<file path="src/rtl/nand_flash_pkg.sv">
// Shared opcodes, FSM state encodings and constants for the NAND command controller.
package nand_flash_pkg;

    localparam logic [1:0] OP_READ  = 2'b00;
    localparam logic [1:0] OP_PROG  = 2'b01;
    localparam logic [1:0] OP_ERASE = 2'b10;
    localparam logic [1:0] OP_RSVD  = 2'b11;

    localparam logic [2:0] ST_IDLE     = 3'd0;
    localparam logic [2:0] ST_RD_ISSUE = 3'd1;
    localparam logic [2:0] ST_RD_WAIT  = 3'd2;
    localparam logic [2:0] ST_PROG     = 3'd3;
    localparam logic [2:0] ST_ERASE    = 3'd4;
    localparam logic [2:0] ST_RESP     = 3'd5;

    localparam logic [7:0] ERASED_BYTE = 8'hFF;

endpackage

</file>
<file path="src/rtl/nand_flash_ctrl_if.sv">
// Host request/response channel of the NAND controller (valid/ready both ways).
interface nand_flash_ctrl_if #(
    parameter int ADDR_W = 8,
    parameter int DATA_W = 8
);

    logic              req_valid;
    logic              req_ready;
    logic [1:0]        req_op;
    logic [ADDR_W-1:0] req_addr;
    logic [DATA_W-1:0] req_wdata;
    logic              rsp_valid;
    logic              rsp_ready;
    logic [DATA_W-1:0] rsp_rdata;
    logic              rsp_err;

    modport master (
        output req_valid, req_op, req_addr, req_wdata, rsp_ready,
        input  req_ready, rsp_valid, rsp_rdata, rsp_err
    );

    modport slave (
        input  req_valid, req_op, req_addr, req_wdata, rsp_ready,
        output req_ready, rsp_valid, rsp_rdata, rsp_err
    );

endinterface

</file>
<file path="src/rtl/nand_blk_counter.sv">
// Byte-offset counter used to walk one erase block; tc flags the last offset.
module nand_blk_counter #(
    parameter int W = 4
) (
    input  logic         clk,
    input  logic         rst,
    input  logic         clr,
    input  logic         en,
    output logic [W-1:0] cnt,
    output logic         tc
);

    always_ff @(posedge clk) begin
        if (rst || clr) begin
            cnt <= '0;
        end else if (en) begin
            cnt <= cnt + W'(1);
        end
    end

    assign tc = &cnt;

endmodule

</file>
<file path="src/rtl/nand_flash_ctrl.sv">
// NAND command controller: sequences read / read-modify-program / block erase.
module nand_flash_ctrl
    import nand_flash_pkg::*;
#(
    parameter int ADDR_W  = 8,
    parameter int DATA_W  = 8,
    parameter int BLOCK_W = 4,
    parameter int RD_LAT  = 1
) (
    input  logic              clk,
    input  logic              rst,
    nand_flash_ctrl_if.slave  host,
    output logic              mem_we,
    output logic              mem_re,
    output logic [ADDR_W-1:0] mem_addr,
    output logic [DATA_W-1:0] mem_wdata,
    input  logic [DATA_W-1:0] mem_rdata
);

    localparam int LAT_W = (RD_LAT > 1) ? $clog2(RD_LAT) : 1;

    logic [2:0]         state_q;
    logic [2:0]         state_d;
    logic [1:0]         op_q;
    logic [ADDR_W-1:0]  addr_q;
    logic [DATA_W-1:0]  wdata_q;
    logic [DATA_W-1:0]  data_q;
    logic               err_q;
    logic [LAT_W-1:0]   lat_q;
    logic               accept;
    logic               lat_done;
    logic               in_erase;
    logic [BLOCK_W-1:0] blk_cnt;
    logic               blk_tc;

    assign host.req_ready = (state_q == ST_IDLE) && !rst;
    assign accept         = host.req_valid && host.req_ready;
    assign lat_done       = (lat_q == '0);
    assign in_erase       = (state_q == ST_ERASE);

    nand_blk_counter #(
        .W(BLOCK_W)
    ) u_blk_cnt (
        .clk(clk),
        .rst(rst),
        .clr(!in_erase),
        .en (in_erase),
        .cnt(blk_cnt),
        .tc (blk_tc)
    );

    always_comb begin
        state_d = state_q;
        case (state_q)
            ST_IDLE: begin
                if (accept) begin
                    unique case (1'b1)
                        (host.req_op == OP_READ),
                        (host.req_op == OP_PROG):  state_d = ST_RD_ISSUE;
                        (host.req_op == OP_ERASE): state_d = ST_ERASE;
                        (host.req_op == OP_RSVD):  state_d = ST_RESP;
                        default:                   state_d = ST_IDLE;
                    endcase
                end
            end
            ST_RD_ISSUE: state_d = ST_RD_WAIT;
            ST_RD_WAIT: begin
                if (lat_done) begin
                    state_d = (op_q == OP_PROG) ? ST_PROG : ST_RESP;
                end
            end
            ST_PROG: state_d = ST_RESP;
            ST_ERASE: begin
                if (blk_tc) begin
                    state_d = ST_RESP;
                end
            end
            ST_RESP: begin
                if (host.rsp_ready) begin
                    state_d = ST_IDLE;
                end
            end
            default: state_d = ST_IDLE;
        endcase
    end

    always_ff @(posedge clk) begin
        if (rst) begin
            state_q <= ST_IDLE;
            op_q    <= '0;
            addr_q  <= '0;
            wdata_q <= '0;
            data_q  <= '0;
            err_q   <= 1'b0;
            lat_q   <= '0;
        end else begin
            state_q <= state_d;
            if (accept) begin
                op_q    <= host.req_op;
                addr_q  <= host.req_addr;
                wdata_q <= host.req_wdata;
                data_q  <= '0;
                err_q   <= (host.req_op == OP_RSVD);
                lat_q   <= LAT_W'(RD_LAT - 1);
            end
            if (state_q == ST_RD_WAIT) begin
                if (lat_done) begin
                    data_q <= mem_rdata;
                    // Programming can only clear bits; any 0->1 request is an error.
                    err_q  <= (op_q == OP_PROG) && |(wdata_q & ~mem_rdata);
                end else begin
                    lat_q <= lat_q - LAT_W'(1);
                end
            end
        end
    end

    always_comb begin
        mem_we    = 1'b0;
        mem_re    = 1'b0;
        mem_addr  = '0;
        mem_wdata = '0;
        case (state_q)
            ST_RD_ISSUE: begin
                mem_re   = 1'b1;
                mem_addr = addr_q;
            end
            ST_PROG: begin
                mem_we    = 1'b1;
                mem_addr  = addr_q;
                mem_wdata = data_q & wdata_q;
            end
            ST_ERASE: begin
                mem_we    = 1'b1;
                mem_addr  = {addr_q[ADDR_W-1:BLOCK_W], blk_cnt};
                mem_wdata = DATA_W'(ERASED_BYTE);
            end
            default: begin
                mem_we = 1'b0;
            end
        endcase
    end

    assign host.rsp_valid = (state_q == ST_RESP);
    assign host.rsp_err   = host.rsp_valid && err_q;
    assign host.rsp_rdata = (host.rsp_valid && op_q == OP_READ) ? data_q : '0;

    a_we_re_excl : assert property (
        @(posedge clk) disable iff (rst) !(mem_we && mem_re));

    a_rsp_hold : assert property (
        @(posedge clk) disable iff (rst)
        host.rsp_valid && !host.rsp_ready |=>
            host.rsp_valid && $stable(host.rsp_rdata) && $stable(host.rsp_err));

    a_no_overlap : assert property (
        @(posedge clk) disable iff (rst) !(host.req_ready && host.rsp_valid));

endmodule
</file>
<file path="src/flat_wrapper.sv">
// flat-port wrapper written by rule: the top's interface ports become plain ports
module nand_flash_ctrl_flat import nand_flash_pkg::*;
#(
    parameter int ADDR_W  = 8,
    parameter int DATA_W  = 8,
    parameter int BLOCK_W = 4,
    parameter int RD_LAT  = 1
)
  (clk, rst, mem_we, mem_re, mem_addr, mem_wdata, mem_rdata, host_req_valid, host_req_op, host_req_addr, host_req_wdata, host_rsp_ready, host_req_ready, host_rsp_valid, host_rsp_rdata, host_rsp_err);
  nand_flash_ctrl_if #(.ADDR_W(ADDR_W), .DATA_W(DATA_W)) host_i ();
  input  logic clk;
  input  logic rst;
  output logic mem_we;
  output logic mem_re;
  output logic [ADDR_W-1:0] mem_addr;
  output logic [DATA_W-1:0] mem_wdata;
  input  logic [DATA_W-1:0] mem_rdata;
  input wire logic [$bits(host_i.req_valid)-1:0] host_req_valid;
  input wire logic [$bits(host_i.req_op)-1:0] host_req_op;
  input wire logic [$bits(host_i.req_addr)-1:0] host_req_addr;
  input wire logic [$bits(host_i.req_wdata)-1:0] host_req_wdata;
  input wire logic [$bits(host_i.rsp_ready)-1:0] host_rsp_ready;
  output wire logic [$bits(host_i.req_ready)-1:0] host_req_ready;
  output wire logic [$bits(host_i.rsp_valid)-1:0] host_rsp_valid;
  output wire logic [$bits(host_i.rsp_rdata)-1:0] host_rsp_rdata;
  output wire logic [$bits(host_i.rsp_err)-1:0] host_rsp_err;
  assign host_i.req_valid = host_req_valid;
  assign host_i.req_op = host_req_op;
  assign host_i.req_addr = host_req_addr;
  assign host_i.req_wdata = host_req_wdata;
  assign host_i.rsp_ready = host_rsp_ready;
  assign host_req_ready = host_i.req_ready;
  assign host_rsp_valid = host_i.rsp_valid;
  assign host_rsp_rdata = host_i.rsp_rdata;
  assign host_rsp_err = host_i.rsp_err;
  nand_flash_ctrl #(.ADDR_W(ADDR_W), .DATA_W(DATA_W), .BLOCK_W(BLOCK_W), .RD_LAT(RD_LAT)) u_core (.clk(clk), .rst(rst), .host(host_i), .mem_we(mem_we), .mem_re(mem_re), .mem_addr(mem_addr), .mem_wdata(mem_wdata), .mem_rdata(mem_rdata));
endmodule
</file>
<file path="config.mk">
export PLATFORM = sky130hd
export DESIGN_NAME = nand_flash_ctrl_flat
export DESIGN_NICKNAME = d
export VERILOG_FILES = /design/src/rtl/nand_flash_pkg.sv /design/src/rtl/nand_flash_ctrl_if.sv /design/src/rtl/nand_blk_counter.sv /design/src/rtl/nand_flash_ctrl.sv /design/src/flat_wrapper.sv
export SDC_FILE = /design/constraint.sdc
export NUM_CORES = 1
export LEC_CHECK = 0
export CAP_MARGIN = 10
export CORE_UTILIZATION = 37
export DETAILED_ROUTE_END_ITERATION = 10
export PLACE_DENSITY_LB_ADDON = 0.3
export RECOVER_POWER = 100
export SETUP_SLACK_MARGIN = 0.05
export SLEW_MARGIN = 30
export SYNTH_ARGS = -nofsm -noshare
export SYNTH_HDL_FRONTEND = slang
export SYNTH_SLANG_ARGS = --single-unit
export TNS_END_PERCENT = 100
</file>
<file path="constraint.sdc">
create_clock -name clk -period 1.8 [get_ports clk]
set_input_delay 0.27 -clock clk [delete_from_list [all_inputs] [get_ports clk]]
set_output_delay 0.27 -clock clk [all_outputs]
set_load 0.02 [all_outputs]
</file>
Word level (Yosys, flattened, before mapping):

Index checks and enable logic that the tools add are counted.

* input bits: 30
* output and inout bits: 29
* bits in registers: 35
* word-level logic and storage cells: 64

* equal/unequal tests: 13
* reductions and logical operators: 17
* add/sub/neg operators: 2
* multiplexer cells: 21
* bitwise logic cells: 3

Operators with widths (number)
* 8-bit two-way mux: 4
* 8-bit case mux with 2 select lines: 2
* 3-bit case mux with 6 select lines: 1
* 8-bit AND: 2
* 3-bit two-way mux: 5
* 3-bit case mux with 3 select lines: 1
* 1-bit two-way mux: 8
* 8-bit inverter: 1
* 4-bit AND reduction: 2
* 8-bit OR reduction: 1
* 3-bit by 2-bit == test with 1-bit output, second input constant: 2
* 3-bit == test, second input constant: 2
* 2-bit != test, second input constant: 3
* 2-bit OR reduction: 3
* 1-bit logical AND: 5
* 4-bit by 1-bit adder with 4-bit output, second input constant: 1
* 2-bit by 1-bit == test with 1-bit output, second input constant: 2
* 2-bit == test, second input constant: 2
* 2-bit logical NOT: 2
* 3-bit by 1-bit == test with 1-bit output, second input constant: 1
* 3-bit logical NOT: 1
* 1-bit logical NOT: 2
* 2-bit by 1-bit != test with 1-bit output, second input constant: 1
* 1-bit logical OR: 1
* 1-bit subtractor, second input constant: 1

Logic depth before layout (Yosys ltp):

Gate-level depths: netlist (run 1).

* word-level depth: 6
* mapped depth: 7
* mapped depth without buffers: 4

Cells and area by module:

A second synthesis (run 1) with hierarchy kept.

* cell total of the unflattened synthesis: 234
* area total of the unflattened synthesis: 1778.0 µm²

Modules (own cells, without submodules)
* nand_flash_ctrl: area each 1584.0 µm², instances 1, seq. area each 620.6 µm², cells an instance 216
* nand_blk_counter: area each 193.9 µm², instances 1, seq. area each 80.1 µm², cells an instance 18

Least setup slack after synthesis (run 1):

No wires, ideal clock.

* path kind: flip-flop to output port
* start: reg u_core.state_q[0]
* end: out mem_wdata[0]
* buffers on the path: 1
* slack: -0.024 ns
* data required time: 1.530 ns
* arrival: 1.554 ns
* cell stages (with the launch flop): 5
* cell sequence: dfxtp_1 > buf_4 > nor2b_1 > nand2_1 > o21ai_0

* longest elaborated chain between the ends: 2
* elaborated cells on any way between the ends: 3
* those cells by class: eq/ne: 2; mux: 1

RTL lines
* from (decl): line nand_flash_ctrl.sv:22 `logic [2:0] state_q;`
* from (signal assigned): line nand_flash_ctrl.sv:97 `state_q <= state_d;`
* 3-bit == test / 3-bit by 2-bit == test with 1-bit output (equally long branches): line nand_flash_ctrl.sv:123 `case (state_q)`
* 8-bit case mux with 2 select lines (*): line nand_flash_ctrl.sv:123
* to (decl): line flat_wrapper.sv:16 `output logic [DATA_W-1:0] mem_wdata;`

Every way passes the cells marked *; elsewhere a longest branch is shown, timed or not.

Worst setup path after layout (run 1):

* start: reg u_core.state_q[0]
* end: out host_rsp_rdata[4]

* longest elaborated chain between the ends: 3

RTL lines
* 3-bit == test: line nand_flash_ctrl.sv:144 `assign host.rsp_valid = (state_q == ST_RESP);`
* 1-bit logical AND: line nand_flash_ctrl.sv:146 `assign host.rsp_rdata = (host.rsp_valid && op_q == OP_READ) ? data_q : '0;`
* 8-bit two-way mux: line nand_flash_ctrl.sv:146
* to (decl): line flat_wrapper.sv:25 `output wire logic [$bits(host_i.rsp_rdata)-1:0] host_rsp_rdata;`

No other way between the ends.

==> qor.yml, run 1 <==
status: "complete, but fails checks"
failed_checks: "negative setup slack"
cts.sinks: 35
grt_pass1_vias: 1644
setup_viol: 5
max_stage_delay_ns: 0.36
synth_flop_cell: "dfxtp_1"
hold_violations: 0
clk_pin_slew_ns: 0.07
rsz0062_at_grt: "yes"
total_power_w: 0.00219
crit_path_top_delay_cell: "dfxtp_2"
async_flop_share_pct: 0
max_freq_mhz: 551
critPathLaunchType: "flip-flop"
yosys_warnings: 0
fin_ws_ns: -0.0153
overflow: 0
setup_tns_ns: -0.0626
tightestPinTransition_ns: 0.674
power_density_nw_per_um2: 857
grt_max_degree: 36
synth_nets: 245
layout_common_cells: "nand2_1 (48), dfxtp_1 (32), clkdlybuf4s50_1 (28), buf_6 (16), buf_4 (13)"
die_height_um: 70.0
synthesis.area_um2: 1710
dieArea_um2: 4900
fillCellCount: 422
crit_chain: "nor2b_4, and2_4, nor3b_4, buf_6, and2_4, buf_6"
core_um2: 4410
place_congestion: 0.729
avgSynthCellArea_um2: 8.00
r2r_cells: 6
multiInputGateArea_um2: 985
vias_per_cell: 5.19
worstPathArrival_ns: 1.55
ys_ff_latch: 35
layout_min_cycle_time_ns: 1.82
start_util_pct: 38.8
path_buf_inv: 2
cpLargestDelayFamily: "simple AND/OR/NAND/NOR gates"
drive_gt1_share_pct: 25.0
fin_skew_ns: 0.00480
drt_iter0_markers: 76
final_common_cell: "nand2_1"
hold_ws_ns: 0.471
antenna_cells: 0
seq_area_frac_synth_pct: 40.9
routedWlPerCell_um: 14.4
slew_headroom_pct: 55.1
post-route-period-util_pct: 101
crit_path_end_kind: "output pin"
hp-class: "reg2reg"
finalNetCount: 319
dr.pass1.iters: 4
cts_buffers: 5
p_leak_nw: 1.04
drc: 0
tritoncts: "yes"
grtUsageTotal_pct: 21.3
cp_max_fo: 5
htreeDepth: 2
worstSetupPathDepth: 6
die_w_um: 70.0
routed_wl_mm: 4.88
rows: 24
io_pins: 59
peakVddDrop_uv: 401
path_class: "reg2out"
seq_area_um2: 709
port_buffers: 58
clock_latency_ns: 0.29
synth_edf_count: 0
cap_viol_max_count: 0
synthCells: 214
clock_path_buffers: 2
dp_hpwl_mm: 3.18
grt_pass1_wl_mm: 8.16
drv_slew: 0
hold-path-cell-count: 2
cts_root_buffer: "clkbuf_8"
drtAntennaViolNets: 0
antenna_found_initial: 0
final_util_pct: 57.9
synth_cell_types: 38
areaGrowthSynthToFinish_pct: 49.3
crit_required_ns: 1.53
vias: 1766
[synthesized netlist by cell type (2+ instances only)]
| library cell | instances | area [µm²] |
|---|---|---|
| nor3b_1 | 2 | 15.0 |
| nand2b_1 | 3 | 18.8 |
| buf_2 | 3 | 15.0 |
| nor2b_1 | 8 | 50.1 |
| a31oi_1 | 2 | 12.5 |
| a22o_1 | 4 | 35.0 |
| nand3b_1 | 11 | 82.6 |
| dfxtp_1 | 35 | 701 |
| buf_4 | 3 | 22.5 |
| a21oi_1 | 11 | 55.1 |
| o21ai_0 | 11 | 55.1 |
| clkbuf_1 | 4 | 15.0 |
| inv_1 | 8 | 30.0 |
| nor2_1 | 6 | 22.5 |
| and2_1 | 11 | 68.8 |
| nand2_1 | 49 | 184 |
| nor3_1 | 4 | 20.0 |
| o22ai_1 | 4 | 25.0 |
| nand3_1 | 9 | 45.0 |
| o31ai_1 | 8 | 60.1 |
[kinds of logic after synthesis]
logic type | after synthesis | share of synthesized area (%)
AO/OA/AOI/OAI | 45 | 17.0
XOR/XNOR | 2 | 1.02
adder cells (fa/ha/maj) | 1 | 0.731
buffers and inverters | 20 | 5.34
flip-flops | 35 | 40.9
AND/OR/NAND/NOR | 111 | 34.9
[cell type report]
cell class / instances / share of cell area (%)
Multi-Input combinational cell: 161 / 38.5
Timing Repair Buffer: 77 / 26.5
Inverter: 8 / 1.18
Sequential cell: 35 / 27.8
Clock inverter: 1 / 0.196
Clock buffer: 6 / 3.23
Tap cell: 52 / 2.55
[power breakdown]
part / total, W / internal, W / leakage [nW] / switching [W]
combinational: 0.000708 / 0.000319 / 0.707 / 0.000390
clock: 0.000574 / 0.000300 / 0.0470 / 0.000274
sequential: 0.000908 / 0.000852 / 0.287 / 0.0000557
total: 0.00219 / 0.00147 / 1.04 / 0.000719
[final timing paths]
check | startpoint | slack, ns | endpoint
worst max-delay path | u_core.state_q[0] | -0.02 | host_rsp_rdata[4]
worst min-delay path | u_core.addr_q[4] | 0.47 | u_core.addr_q[4]
worst max register to register | u_core.state_q[2] | 0.17 | u_core.wdata_q[4]
worst min register to register | u_core.addr_q[4] | 0.47 | u_core.addr_q[4]
[routing by layer]
layer / global-route usage, % / up-vias / wire length (µm)
li1: - / 882 / -
met1: 29.3 / 830 / 2270
met2: 33.2 / 48 / 2320
met3: 5.19 / 6 / 238
met4: 6.00 / 0 / 55
met5: 0 / - / 0
[flip-flops by register name, summed over array words and instances (netlist names)]
signal,flops
u_core.wdata_q,8
u_core.op_q,2
u_core.state_q,3
u_core.lat_q,1
u_core.err_q,1
u_core.data_q,8
u_core.addr_q,8
u_core.u_blk_cnt.cnt,4
[worst min-delay path, cell delays in order (launching register included)]
cell      delay, ns
dfxtp_1        0.31
nand3b_1       0.07
nand2_1        0.05
[timing repair]
action	in CTS	in global routing
setup buffers	4	0
gates resized for setup	122	48
hold buffers	0	0
pin swaps	3	6
gates cloned	2	0
setup endpoints to repair	29	26
[per-stage QoR]
step / setup WS, ns / cells / area (µm²)
floorplan: -0.0237 / 214 / 1710
global placement: -0.119 / 328 / 2430
detailed placement: -0.183 / 328 / 2430
CTS: -0.00520 / 340 / 2540
global route: -0.0896 / 340 / 2550
finish: -0.0153 / 340 / 2550
No activity file was read; power rests on OpenSTA's default activity.
==> run 2, diff against run 1 <==
--- a/config.mk
+++ b/config.mk
@@ -15,4 +15,4 @@
 export SYNTH_ARGS = -nofsm -noshare
 export SYNTH_HDL_FRONTEND = slang
 export SYNTH_SLANG_ARGS = --single-unit
-export TNS_END_PERCENT = 100
+export TNS_END_PERCENT = 10
==> qor.yml, run 2 (synthesis results as in run 1) <==
ctsHoldBuffers: 0  # unchanged
critPathLaunchType: "flip-flop"  # unchanged
tightestPinTransition_ns: 0.683  # was 0.674 ns
cts_buffers: 5  # unchanged
htreeDepth: 2  # unchanged
max_freq_mhz: 549  # was 551 MHz
status: "complete, but fails checks"  # unchanged
cts.sinks: 35  # unchanged
vias_per_cell: 5.17  # was 5.19
grt_pass1_vias: 1631  # was 1644
layout_min_cycle_time_ns: 1.82  # about the same
place_congestion: 0.729  # unchanged
setup_viol: 6  # was 5
clock_latency_ns: 0.29  # about the same
total_power_w: 0.00219  # about the same
routedWlPerCell_um: 13.9  # was 14.4 µm
routed_wl_mm: 4.70  # was 4.88 mm
die_height_um: 70.0  # unchanged
drv_slew: 0  # unchanged
crit_path_end_kind: "output pin"  # unchanged
crit_required_ns: 1.53  # about the same
hp-class: "reg2reg"  # unchanged
fin_ws_ns: -0.0231  # was -0.0153 ns
port_buffers: 58  # unchanged
crit_chain: "nor2b_4, and2_4, nor3b_4, buf_6, and2_4, buf_6"  # unchanged
dieArea_um2: 4900  # unchanged
clock_path_buffers: 2  # unchanged
rsz0062_at_grt: "yes"  # unchanged
hold_violations: 0  # unchanged
clk_pin_slew_ns: 0.07  # about the same
drive_gt1_share_pct: 25.3  # was 25.0%
grt_pass1_wl_mm: 7.84  # was 8.16 mm
grt_max_degree: 36  # unchanged
post-place-ws_ns: -0.183  # unchanged
finalNetCount: 316  # was 319
dp_cells: 328  # unchanged
max_stage_delay_ns: 0.36  # about the same
seq_area_um2: 706  # was 709 µm²
fin_cells: 337  # was 340
start_util_pct: 38.8  # unchanged
drt_iter0_markers: 101  # was 76
multiInputGateArea_um2: 990  # was 985 µm²
peakVddDrop_uv: 361  # was 401 µV
antenna_cells: 0  # unchanged
top_regs: "u_core.addr_q (8), u_core.data_q (8), u_core.wdata_q (8)"  # unchanged
failed_checks: "negative setup slack"  # unchanged
p_leak_nw: 1.03  # was 1.04 nW
io_pins: 59  # unchanged
tritoncts: "yes"  # unchanged
core_um2: 4410  # unchanged
path_class: "reg2out"  # unchanged
drc: 0  # unchanged
layout_common_cells: "nand2_1 (48), dfxtp_1 (33), clkdlybuf4s50_1 (28), buf_4 (18)"  # was nand2_1 (48), dfxtp_1 (32), clkdlybuf4s50_1 (28), buf_6 (16), buf_4 (13)
dr.pass1.iters: 4  # unchanged
dp_hpwl_mm: 3.18  # unchanged
vias: 1742  # was 1766
fillCellCount: 423  # was 422
antenna_found_initial: 0  # unchanged
die_w_um: 70.0  # unchanged
drtAntennaViolNets: 0  # unchanged
overflow: 0  # unchanged
crit_path_top_delay_cell: "dfxtp_2"  # unchanged
final_util_pct: 58.5  # was 57.9%
areaGrowthSynthToFinish_pct: 51.0  # was 49.3%
grtUsageTotal_pct: 20.4  # was 21.3%
power_density_nw_per_um2: 847  # was 857 nW/µm²
rows: 24  # unchanged
final_common_cell: "nand2_1"  # unchanged
cts_root_buffer: "clkbuf_8"  # unchanged
cp_max_fo: 5  # unchanged
fin_skew_ns: 0.00540  # was 0.00480 ns
cap_viol_max_count: 0  # unchanged
slew_headroom_pct: 54.5  # was 55.1%
post-route-period-util_pct: 101  # about the same
worstPathArrival_ns: 1.55  # about the same
==> run 2: cell types whose count changed in the layout (fill, tap and decap cells not counted), moves of 3 or more <==
| cell | delta |
|---|---|
| clkbuf_1 | -3 |
| clkbuf_2 | -4 |
| buf_6 | -6 |
| clkdlybuf4s15_2 | +7 |
| buf_4 | +5 |
==> run 2: area by class of cell <==
class	count	share of cell area, %
clock inverters	1	0.194
multi-input cells	160	38.3
clock buffers	6	3.20
well taps	52	2.52
repair buffers	75	27.3
flip-flops and latches	35	27.3
inverters	8	1.16
==> run 2: per-stage QoR <==
step | hold slack (ns) | instance area [µm²] | TNS (ns)
finish | 0.472 | 2580 | -0.0965
global placement | 0.456 | 2430 | -2.03
floorplan | 0.369 | 1710 | -0.190
CTS | 0.474 | 2510 | -0.0581
global route | 0.498 | 2580 | -1.17
detailed placement | 0.465 | 2430 | -3.03
==> run 2: report_power, final <==
group | leakage [nW] | internal (W) | switching [W]
sequential | 0.287 | 0.000851 | 0.0000533
clock | 0.0470 | 0.000300 | 0.000279
combinational | 0.699 | 0.000328 | 0.000378
total | 1.03 | 0.00148 | 0.000710
==> run 2: worst paths after layout <==
kind | endpoint | slack [ns] | cells after the start | startpoint
hold / removal | u_core.addr_q[4] | 0.47 | 2 | u_core.addr_q[4]
setup reg to reg | u_core.op_q[0] | 0.24 | 6 | u_core.state_q[0]
setup / recovery | host_rsp_rdata[0] | -0.02 | 6 | u_core.state_q[0]
hold reg to reg | u_core.addr_q[4] | 0.47 | 2 | u_core.addr_q[4]
==> run 2: repair_timing <==
item / CTS / global route
pin swaps: 0 / 3
setup buffers: 2 / 0
cloned: 0 / 1
endpoints found under the setup margin: 29 / 25
resized for setup: 116 / 38
==> run 2: worst max-delay path, delay by kind of cell, from the launching register on <==
family                 cells  cell delay [ns]
buffers and inverters      2             0.26
and+or+nand+nor            4             0.65
DFF                        1             0.36
==> run 2: routing by layer <==
metal	GRT usage, %	up-vias	share of wire [%]
li1	-	875	-
met1	27.4	818	47
met2	32.1	43	47
met3	5.19	6	4.4
met4	6.00	0	1.1
met5	0	-	0
==> run 3, diff against run 2 <==
--- a/config.mk
+++ b/config.mk
@@ -8,6 +8,7 @@
 export CAP_MARGIN = 10
 export CORE_UTILIZATION = 37
 export DETAILED_ROUTE_END_ITERATION = 10
+export GPL_ROUTABILITY_DRIVEN = 0
 export PLACE_DENSITY_LB_ADDON = 0.3
 export RECOVER_POWER = 100
 export SETUP_SLACK_MARGIN = 0.05
==> results of run 3 <==
The final DEF is identical to that of run 2; final timing and power are the same.
==> edit, RTL diff (flow settings as in run 3) <==
Reset style: asynchronous (`rst`), changed in one clocked block.
--- a/src/rtl/nand_flash_ctrl.sv
+++ b/src/rtl/nand_flash_ctrl.sv
@@ -84,7 +84,7 @@
         endcase
     end
 
-    always_ff @(posedge clk) begin
+    always_ff @(posedge clk or posedge rst) begin
         if (rst) begin
             state_q <= ST_IDLE;
             op_q    <= '0;
Function: differs if rst is asserted again (counterexample within 4 cycles, from zero or initial values and one cycle with rst high); with rst held inactive, the same outputs for 10 cycles.
==> edit against run 3 <==
Setup slack worse by 79 ps. Clock skew is 4.1 ps higher. Critical path depth is the same. Register-to-register slack got worse by 300 ps. The flow still finishes with violations (negative setup slack). Synthesized area grew 9.1%. Critical endpoint is now host_rsp_rdata[1]. Utilization rose by 0.92 points. Design area rose by 10%. Sequential cell count is the same. Wire length increased by 1.3%.
Power is not compared: it rests on default switching activity, and its combinational part moved more than twofold at a synthesized area within 25%.
==> edit: results (changes against run 3) <==
{
  "status": {"value": "complete, but fails checks"},
  "failing_checks": {"value": "negative setup slack"},
  "first_iter_violations": {"value": 135, "change": "+34%"},
  "grt_pass1_vias": {"value": 1582, "change": "-3.0%"},
  "dp_hpwl": {"value": 3400, "unit": "µm", "change": "+6.9%"},
  "yosys.area_share.adder": {"value": 0.670, "unit": "%", "change": "-0.061 points"},
  "skew_final": {"value": 9.47, "unit": "ps", "change": "+4.07 ps"},
  "postCtsSetupBuffers": {"value": 1, "change": "-1"},
  "routed_wl": {"value": 4760, "unit": "µm", "change": "+1.3%"},
  "synth-async-reset-ratio": {"value": 88.6, "unit": "%", "change": "+89 points"},
  "detailed_place.area": {"value": 2660, "unit": "µm²", "change": "+9.3%"},
  "setup_viol_count_final": {"value": 36, "change": "+30"},
  "synth.top_cells.by_area": {"value": "sky130_fd_sc_hd__dfrtp_1, sky130_fd_sc_hd__mux2_4, sky130_fd_sc_hd__nand2_1"},
  "cp.arrival": {"value": 1630, "unit": "ps", "change": "+80 ps"},
  "drive_gt1_share": {"value": 36.1, "unit": "%", "change": "+11 points"},
  "slowest_delay": {"value": 420, "unit": "ps", "change": "+60 ps"},
  "yosys.area_share.xor_xnor": {"value": 0.938, "unit": "%", "change": "-0.086 points"},
  "grt_pass1_wl": {"value": 7480, "unit": "µm", "change": "-4.6%"},
  "timing.critical_path.from": {"value": "u_core.state_q[0]"},
  "worst_slack": {"value": -103, "unit": "ps", "change": "-79.5 ps"},
  "cts.repair.resized": {"value": 118, "change": "+1.7%"},
  "synth_commonest_cells": {"value": "sky130_fd_sc_hd__nand2_1, sky130_fd_sc_hd__dfrtp_1, sky130_fd_sc_hd__o21ai_0, sky130_fd_sc_hd__mux2_4"},
  "critical_path.reg2reg.startpoint": {"value": "u_core.state_q[1]"},
  "worstHoldStart": {"value": "u_core.u_blk_cnt.cnt[0]"},
  "reg2reg_to": {"value": "u_core.addr_q[1]"},
  "filler_cell_count": {"value": 401, "change": "-5.2%"},
  "min_to": {"value": "u_core.u_blk_cnt.cnt[0]"},
  "timing.reg2reg.worst_path_depth": {"value": 7, "change": "+1"},
  "grt_max_degree": {"value": 32, "change": "-11%"},
  "worstHoldPathCells": {"value": 1, "change": "-1"},
  "nets_in_the_synthesized_netlist": {"value": 223, "change": "-9.0%"},
  "yosys.cell_types.count": {"value": 36, "change": "-5.3%"},
  "crit_slowest_cell": {"value": "sky130_fd_sc_hd__dfrtp_1"},
  "muxShareOfSynthArea": {"value": 13.6, "unit": "%", "change": "+14 points"},
  "num_vias": {"value": 1679, "change": "-3.6%"}
}
[edit: changes by cell type after synthesis, sizes merged, moves of 3 or more]
cell    delta
o31ai      -8
nand3b    -10
nand3      -8
a22o       -4
nand2     -13
o21ai     +10
o22ai      +3
dfrtp     +31
a21oi      -6
dfxtp     -31
mux2      +18
[edit: through the flow]
stage / util [%] / std cells / setup WS (ps) / hold slack, ps / total power (µW)
after floorplan: - / 192 / 59.0 / 387 / 2540
after global placement: 55.5 / 330 / -278 / 480 / 3400
after detailed placement: 55.5 / 330 / -261 / 484 / 3450
after CTS: 57.0 / 339 / -115 / 494 / 4010
after global routing: 59.5 / 344 / -183 / 520 / 4390
final: 59.5 / 344 / -103 / 500 / 4140
[edit: worst max-delay path, delay by kind of cell (launching register included)]
kind	cells	cell delay [ps]
flip-flops	1	420
AND/OR/NAND/NOR	4	660
buffers and inverters	2	260
[edit: routing by layer]
layer / up-vias / track usage [%] / routed length (µm)
met2: 56 / 29.3 / 2340
met3: 7 / 2.76 / 204
met4: 0 / 8.50 / 104
met1: 795 / 25.7 / 2110
li1: 821 / - / -
met5: - / 0 / 0
[edit: cell type report]
class                           count  area (µm²)  share of cell area (%)
Clock buffer                        7        76.3                    2.68
Clock inverter                      1        5.00                   0.176
Timing Repair Buffer               87         782                    27.5
Multi-Input combinational cell    137        1000                    35.3
Sequential cell                    35         857                    30.1
Inverter                           10        37.5                    1.32
Tap cell                           67        83.8                    2.95
[edit: power by group through the flow]
| stage | Sequential, µW | Combinational, µW | Clock (µW) |
|---|---|---|---|
| floorplan | 1260 | 1280 | 0 |
| global placement | 1310 | 2100 | 0 |
| detailed placement | 1320 | 2130 | 0 |
| CTS | 1320 | 2120 | 571 |
| global route | 1380 | 2410 | 602 |
| finish | 1340 | 2250 | 551 |
